===== config.mk =====
export PLATFORM = sky130hd
export DESIGN_NAME = dmem_ctrl
export DESIGN_NICKNAME = d
export VERILOG_FILES = /design/src/rtl/dmem_pkg.sv /design/src/rtl/dmem_ram.sv /design/src/rtl/dmem_ctrl.sv
export SDC_FILE = /design/constraint.sdc
export NUM_CORES = 2
export LEC_CHECK = 0
export ABC_AREA = 1
export CORE_UTILIZATION = 25
export DETAILED_ROUTE_END_ITERATION = 12
export HOLD_SLACK_MARGIN = 0.03
export PLACE_DENSITY = 0.41
export SLEW_MARGIN = 25
export SYNTH_ARGS = -nofsm -noshare
export SYNTH_HDL_FRONTEND = slang
export SYNTH_SLANG_ARGS = --single-unit

===== constraint.sdc =====
create_clock -name clk -period 6.95 [get_ports clk]
set_input_delay 1.39 -clock clk [delete_from_list [all_inputs] [get_ports clk]]
set_output_delay 1.39 -clock clk [all_outputs]
set_load 0.02 [all_outputs]

===== src/rtl/dmem_pkg.sv =====
// dmem_pkg: shared types and constants for the data-memory stage.
package dmem_pkg;

  typedef enum logic [1:0] {
    IDLE     = 2'd0,
    RD_ARRAY = 2'd1,
    RD_DONE  = 2'd2
  } dmem_state_e;

  localparam int DMEM_RD_LAT        = 2;
  localparam int DMEM_DEFAULT_DEPTH = 256;

endpackage


===== src/rtl/dmem_ram.sv =====
// dmem_ram: single-port DEPTH x DATA_W array, write-first, registered read data.
// Array contents are never reset; only the read-data register is.
module dmem_ram
  import dmem_pkg::*;
#(
  parameter  int DEPTH  = DMEM_DEFAULT_DEPTH,
  parameter  int DATA_W = 8,
  localparam int IDX_W  = $clog2(DEPTH)
) (
  input  logic              clk,
  input  logic              rst,
  input  logic              i_we,
  input  logic              i_re,
  input  logic [IDX_W-1:0]  i_idx,
  input  logic [DATA_W-1:0] i_wdata,
  output logic [DATA_W-1:0] o_rdata
);

  logic [DATA_W-1:0] r_mem [DEPTH];
  logic [DATA_W-1:0] r_rdata;

  // Array write port; contents survive reset.
  always_ff @(posedge clk) begin
    if (i_we) r_mem[i_idx] <= i_wdata;
  end

  // Read register updates only on a read so it holds between loads; write-first on collision.
  always_ff @(posedge clk) begin
    if (rst)       r_rdata <= '0;
    else if (i_re) r_rdata <= i_we ? i_wdata : r_mem[i_idx];
  end

  assign o_rdata = r_rdata;

endmodule


===== src/rtl/dmem_ctrl.sv =====
// dmem_ctrl: data-memory stage with a 2-cycle load FSM and single-cycle stores.
// Optional feature macro DMEM_ERR_EN: adds the sticky err output, suppresses
// out-of-range stores and returns 0 for out-of-range loads. Without it,
// addresses wrap modulo DEPTH.
module dmem_ctrl
  import dmem_pkg::*;
#(
  parameter int DEPTH  = DMEM_DEFAULT_DEPTH,
  parameter int ADDR_W = 8,
  parameter int DATA_W = 8
) (
  input  logic              clk,
  input  logic              rst,
  input  logic              MemRead,
  input  logic              MemWrite,
  input  logic [ADDR_W-1:0] addr,
  input  logic [DATA_W-1:0] wdata,
  output logic [DATA_W-1:0] ReadData,
  output logic              stall
`ifdef DMEM_ERR_EN
  ,
  output logic              err
`endif
);

  localparam int IDX_W = $clog2(DEPTH);

  dmem_state_e       r_state;
  dmem_state_e       w_next;
  logic [ADDR_W-1:0] r_addr_q;
  logic              w_issue_rd;
  logic              w_wr_req;
  logic              w_oor;
  logic              w_ram_we;
  logic              w_ram_re;
  logic [IDX_W-1:0]  w_ram_idx;
  logic [DATA_W-1:0] w_ram_rdata;

  // A load is accepted only from IDLE and only when no store competes with it.
  assign w_issue_rd = (r_state == IDLE) && MemRead && !MemWrite;
  assign w_wr_req   = (r_state == IDLE) && MemWrite;

`ifdef DMEM_ERR_EN
  logic r_err;
  logic w_rd_oor;

  assign w_oor    = (addr >> IDX_W) != '0;
  assign w_rd_oor = (r_addr_q >> IDX_W) != '0;

  // Sticky error: out-of-range request or simultaneous read/write seen in IDLE.
  always_ff @(posedge clk) begin
    if (rst)
      r_err <= 1'b0;
    else if ((r_state == IDLE) && (MemRead || MemWrite) && (w_oor || (MemRead && MemWrite)))
      r_err <= 1'b1;
  end

  assign err      = r_err;
  assign ReadData = w_rd_oor ? '0 : w_ram_rdata;
`else
  logic w_unused_hi;

  // Upper address bits are deliberately ignored: addresses wrap modulo DEPTH.
  assign w_unused_hi = ^{addr, r_addr_q};
  assign w_oor       = 1'b0;
  assign ReadData    = w_ram_rdata;
`endif

  assign w_ram_we  = w_wr_req && !w_oor;
  assign w_ram_re  = (r_state == RD_ARRAY);
  assign w_ram_idx = (r_state == RD_ARRAY) ? r_addr_q[IDX_W-1:0] : addr[IDX_W-1:0];

  // State register.
  always_ff @(posedge clk) begin
    if (rst) r_state <= IDLE;
    else     r_state <= w_next;
  end

  // Next state and Mealy stall; RD_DONE always returns to IDLE so a held MemRead cannot retrigger.
  always_comb begin
    w_next = r_state;
    stall  = 1'b0;
    case (r_state)
      IDLE: begin
        if (MemRead && !MemWrite) begin
          w_next = RD_ARRAY;
          stall  = 1'b1;
        end
      end
      RD_ARRAY: begin
        w_next = RD_DONE;
        stall  = 1'b1;
      end
      RD_DONE:  w_next = IDLE;
      default:  w_next = IDLE;
    endcase
  end

  // Load address latch, captured when the load is accepted.
  always_ff @(posedge clk) begin
    if (rst)             r_addr_q <= '0;
    else if (w_issue_rd) r_addr_q <= addr;
  end

  dmem_ram #(
    .DEPTH  (DEPTH),
    .DATA_W (DATA_W)
  ) u_ram (
    .clk     (clk),
    .rst     (rst),
    .i_we    (w_ram_we),
    .i_re    (w_ram_re),
    .i_idx   (w_ram_idx),
    .i_wdata (wdata),
    .o_rdata (w_ram_rdata)
  );

endmodule


; After elaboration in Yosys (flattened, before gate mapping)
; Memory sizes are Yosys's and may differ from the RTL's. A register that Yosys moved wholly into a read port is not among the register bits.
; Index checks and enable logic that the tools add are counted.
[word_totals]
register_bits = 10
latch_bits = 0
ramBits = 2048
romBits = 0
inputBits = 20
word_cells = 18
mem_count = 1
[memory_table]
columns = memory, words, width, rd, rd_ports_with_merged_regs, wr, line_no
row1 = u_ram.r_mem, 256, 8, 1, 1, 1, dmem_ram.sv:19  ; logic [DATA_W-1:0] r_mem [DEPTH];
[classes]
add_sub_neg = 0
n_mul = 0
div_mod_pow = 0
n_lt_le_gt_ge = 0
n_eq_ne = 2
shifts = 0
muxes = 7
bitwise_logic = 0
reduce_logical = 6
[ops]
columns = cell, count
row1 = $mux W8, 1
row2 = $logic_and A1 B1 Y1, 4
row3 = $pmux W2 S2, 1
row4 = $mux W1, 3
row5 = $eq A2 B1 Y1 const B, 1
row6 = $logic_not A2 Y1, 1
row7 = $mux W2, 1
row8 = $ne A2 B1 Y1 const B, 1
row9 = $pmux W1 S2, 1
row10 = $logic_not A1 Y1, 1

; Logic depth before layout (Yosys ltp)
[logic_depth]
ltp_word = 4
depth_mapped = 21

; Cells and area by module
; From an unflattened synthesis, not the netlist that was laid out.
[hier_totals]
hier_cells = 7956
hier_area_um2 = 85041.6
[modules_own_cells]
columns = mod, n_inst, cells_each, area_per_inst_um2, seq_area_each_um2
row1 = dmem_ram, 1, 7875, 84459.8, 61659.1
row2 = dmem_ctrl, 1, 81, 581.8, 200.2

; Least setup slack after synthesis
; OpenSTA, ideal clock, no wires.
[synth_timing]
kind = input to register
startpoint = input port addr[0]
endpoint = memory u_ram.r_mem[181][0] (enable)
setup_time_ps = 383
arrival_ps = 3076
slack_ps = 3491
path_stages = 10
n_path_buf = 2
path_cell_list = inv_1 nand2_1 nand2_1 nor2_1 buf_2 buf_2 inv_1 nor2_1 inv_1 nor3_1
[synth_via]
elab_chain_len = 1
[synth_lines]
columns = item, line_no
row1 = start: declaration, dmem_ctrl.sv:16  ; input logic [ADDR_W-1:0] addr,
row2 = $mux W8, dmem_ctrl.sv:71  ; assign w_ram_idx = (r_state == RD_ARRAY) ? r_addr_q[IDX_W-1:0] : addr[IDX_W-1:0];
row3 = end: declaration, dmem_ram.sv:19
; No other way between the ends.

==> results.cfg <==
[clock_network]
clock-sinks = 2066
clock_latency_ns = 0.89
cts_tree = built
cts_buffers = 221
clk_pin_slew_ns = 0.06
hold_buffers = 0
cts_setup_buffers = 0
cts_max_path_buffers = 4
htree_levels = 4
cts_root_buffer = clkbuf_16
cts-resized-gates = 0

[floorplanning]
die-area_um2 = 347500
io_pins = 29
die_w_um = 589.5
core_um2 = 343300
row_count = 215
die_height_um = 589.5
start_util_pct = 25.14

[global_routing]
antenna_found_initial = 14
grt_overflow = 0
grt_usage_pct = 15.96
grt_pass1_wl_mm = 410.8
grt_pass1_vias = 57720
grt_max_degree = 139

[placed_design]
dpl.hpwl_mm = 158.4
place_ws_ns = 1.148
place.gp.congestion = 0.7925
placed_cell_area_um2 = 92120
portBuffers = 28

[power_and_ir_drop]
power.leakage_nw = 37.99
powerDensity_nw_per_um2 = 274.9
vdd_drop_max_uv = 216.7
finalPower_mw = 27.12

[timing]
hold_violations = 0
rsz0062_at_grt = false
max_freq_mhz = 201.9
min_period_ns = 4.952
holdWs_ns = 0.4829
fin_ws_ns = 1.998
finalClockSkew_ns = 0.04108
max-slew-margin-rel_pct = 29.02
setup_viol = 0
slew_viol_final = 0
tightestPinTransition_ns = 1.065
tns_ns = 0
fin_crit_sh_pct = 71.26

[synth]
synth_top_area_share_pct = 71.27
syn-instance-count = 8351
syn-cell-area_um2 = 86290
synth_top_cell_by_area = edfxtp_1
ys_seq_area_share_pct = 71.69
syn-num-nets = 8371
ys_warn_count = 0
ys_seq_elements = 2066
ys_types = 23
syn_area_per_cell_um2 = 10.33
synth_area_leaders = edfxtp_1, nand2_1, nor2_1, nand3_1, buf_2

[setup_path]
cp_max_fo = 74
path_buf_inv = 3
ff2ff_path_depth = 18
worstSetupPathType = in2reg
path_common_cell = nand2_1
cp_slowest_cell = nand2_4
path_delay_family = simple AND/OR/NAND/NOR gates
end_kind = register
worst_path_largest_cell_delay_ns = 0.55
cp.depth = 19
crit_path_start_kind = input port
path_cells = clkdlybuf4s50_1 -> nand2_4 -> nand2_4 -> buf_12 -> buf_4 -> nand2_1 -> nand2_1 -> nand2_1 -> nand2_1 -> nand2_1 -> nand2_1 -> nor2_1 -> nor2_1 -> nor2_1 -> nand2_1 -> nand2_1 -> nand3_1 -> nor2_1 -> nor2_1
worst_ep_arrival_time_ns = 5.70
worstPathRequired_ns = 7.70

[route]
vias = 57586
dr.pass1.iters = 6
routed_wl_mm = 283.4
drtIter0Drc = 4383
drc = 0
drt-wirelength-per-cell_um = 21.70
ant_nets = 0
via_per_inst = 4.410

[worst_hold_path]
hold_path.class = reg2reg
hold_depth = 2

[layout]
drive_above_1_share_pct = 5.780
mostFrequentLayoutCell = nand2_1
nNetsFinal = 8349
layout_common_cells = nand2_1, edfxtp_1, nor2_1
area.growth.synth_to_final_pct = 14.35
fillers = 35893
post-route-cell-area_um2 = 98670

[flow_run]
cap_violations = 0

[outcome]
status = complete, no violations
## worst paths after layout
check	slack, ns	endpoint	from
worst max-delay path	2.00	u_ram.o_rdata[1]$_SDFFE_PP0P_	addr[0]
worst min-delay path	0.48	r_addr_q[5]$_SDFFE_PP0P_	r_addr_q[5]$_SDFFE_PP0P_
worst max register to register	2.14	u_ram.o_rdata[1]$_SDFFE_PP0P_	r_state[0]$_SDFFE_PP0P_
worst min register to register	0.48	r_addr_q[5]$_SDFFE_PP0P_	r_addr_q[5]$_SDFFE_PP0P_
## cell families (layout without fill, tap and decap cells)
group                  count (synthesis)  after routing  synth area share [%]
other                                  0              5                     0
DFF                                 2066           2066                 71.69
buffers and inverters                490            634                 2.533
and+or+nand+nor                     5750           5750                 25.51
AOI/OAI and AO/OA                     45             45                0.2653
## sequential cells by signal, indices dropped and copies added (netlist names)
register,flops
u_ram.r_mem,2048
r_state,2
u_ram.o_rdata,8
r_addr_q,8
## area by class of cell
cell class              instances  area [µm²]  share of cell area, %
multi-input cells            5795       22370                  22.67
repair buffers                196        2011                  2.038
clock inverters               101       630.6                 0.6391
well taps                    4557        5702                  5.778
diodes                          5       12.51                0.01268
inverters                      49       191.4                 0.1940
clock buffers                 288        5897                  5.976
flip-flops and latches       2066       61860                  62.69
## metrics by stage
| step | utilization (%) | std cells |
|---|---|---|
| floorplan | - | 8351 |
| global placement | 26.83 | 12663 |
| detailed placement | 26.84 | 12663 |
| CTS | 28.74 | 13052 |
| global route | 28.74 | 13053 |
| finish | 28.75 | 13057 |
## routing by layer
metal / up-vias / track usage, % / share of wire (%)
met1: 28821 / 22.65 / 47
li1: 27243 / - / -
met4: 0 / 3.429 / 1.9
met3: 306 / 1.771 / 4.4
met2: 1216 / 26.20 / 47
met5: - / 0 / 0
## cells in the mapped netlist (all sizes together)
master     n
a21oi     10
buf      289
clkbuf   152
clkinv     1
dfxtp     18
edfxtp  2048
inv       48
nand2   4797
nand3    324
nor2     623
nor3       2
o21ai     35
or2        4
## worst reg2reg max path, cell delays in order (launching register included)
cell and delay (ns):
dfxtp_1 0.43, nand2_2 0.25, inv_2 0.56, nand2_1 0.10, nand2_1 0.42, inv_1 0.22
nor2_4 0.16, buf_12 0.49, buf_4 0.64, nand2_1 0.22, nand2_1 0.14, nor2_1 0.06
nor2_1 0.13, nor2_1 0.11, nand2_1 0.13, nand2_1 0.09, nand3_1 0.43, nor2_1 0.09
nor2_1 0.11
## where the power goes
group,total (mW),leakage (nW),switching [mW],internal (mW)
sequential,13.7,18.6,0.0136,13.7
clock,11.1,3.20,4.93,6.17
combinational,2.29,16.2,1.80,0.495
total,27.1,38.0,6.74,20.4
(Power assumes the default switching activity.)
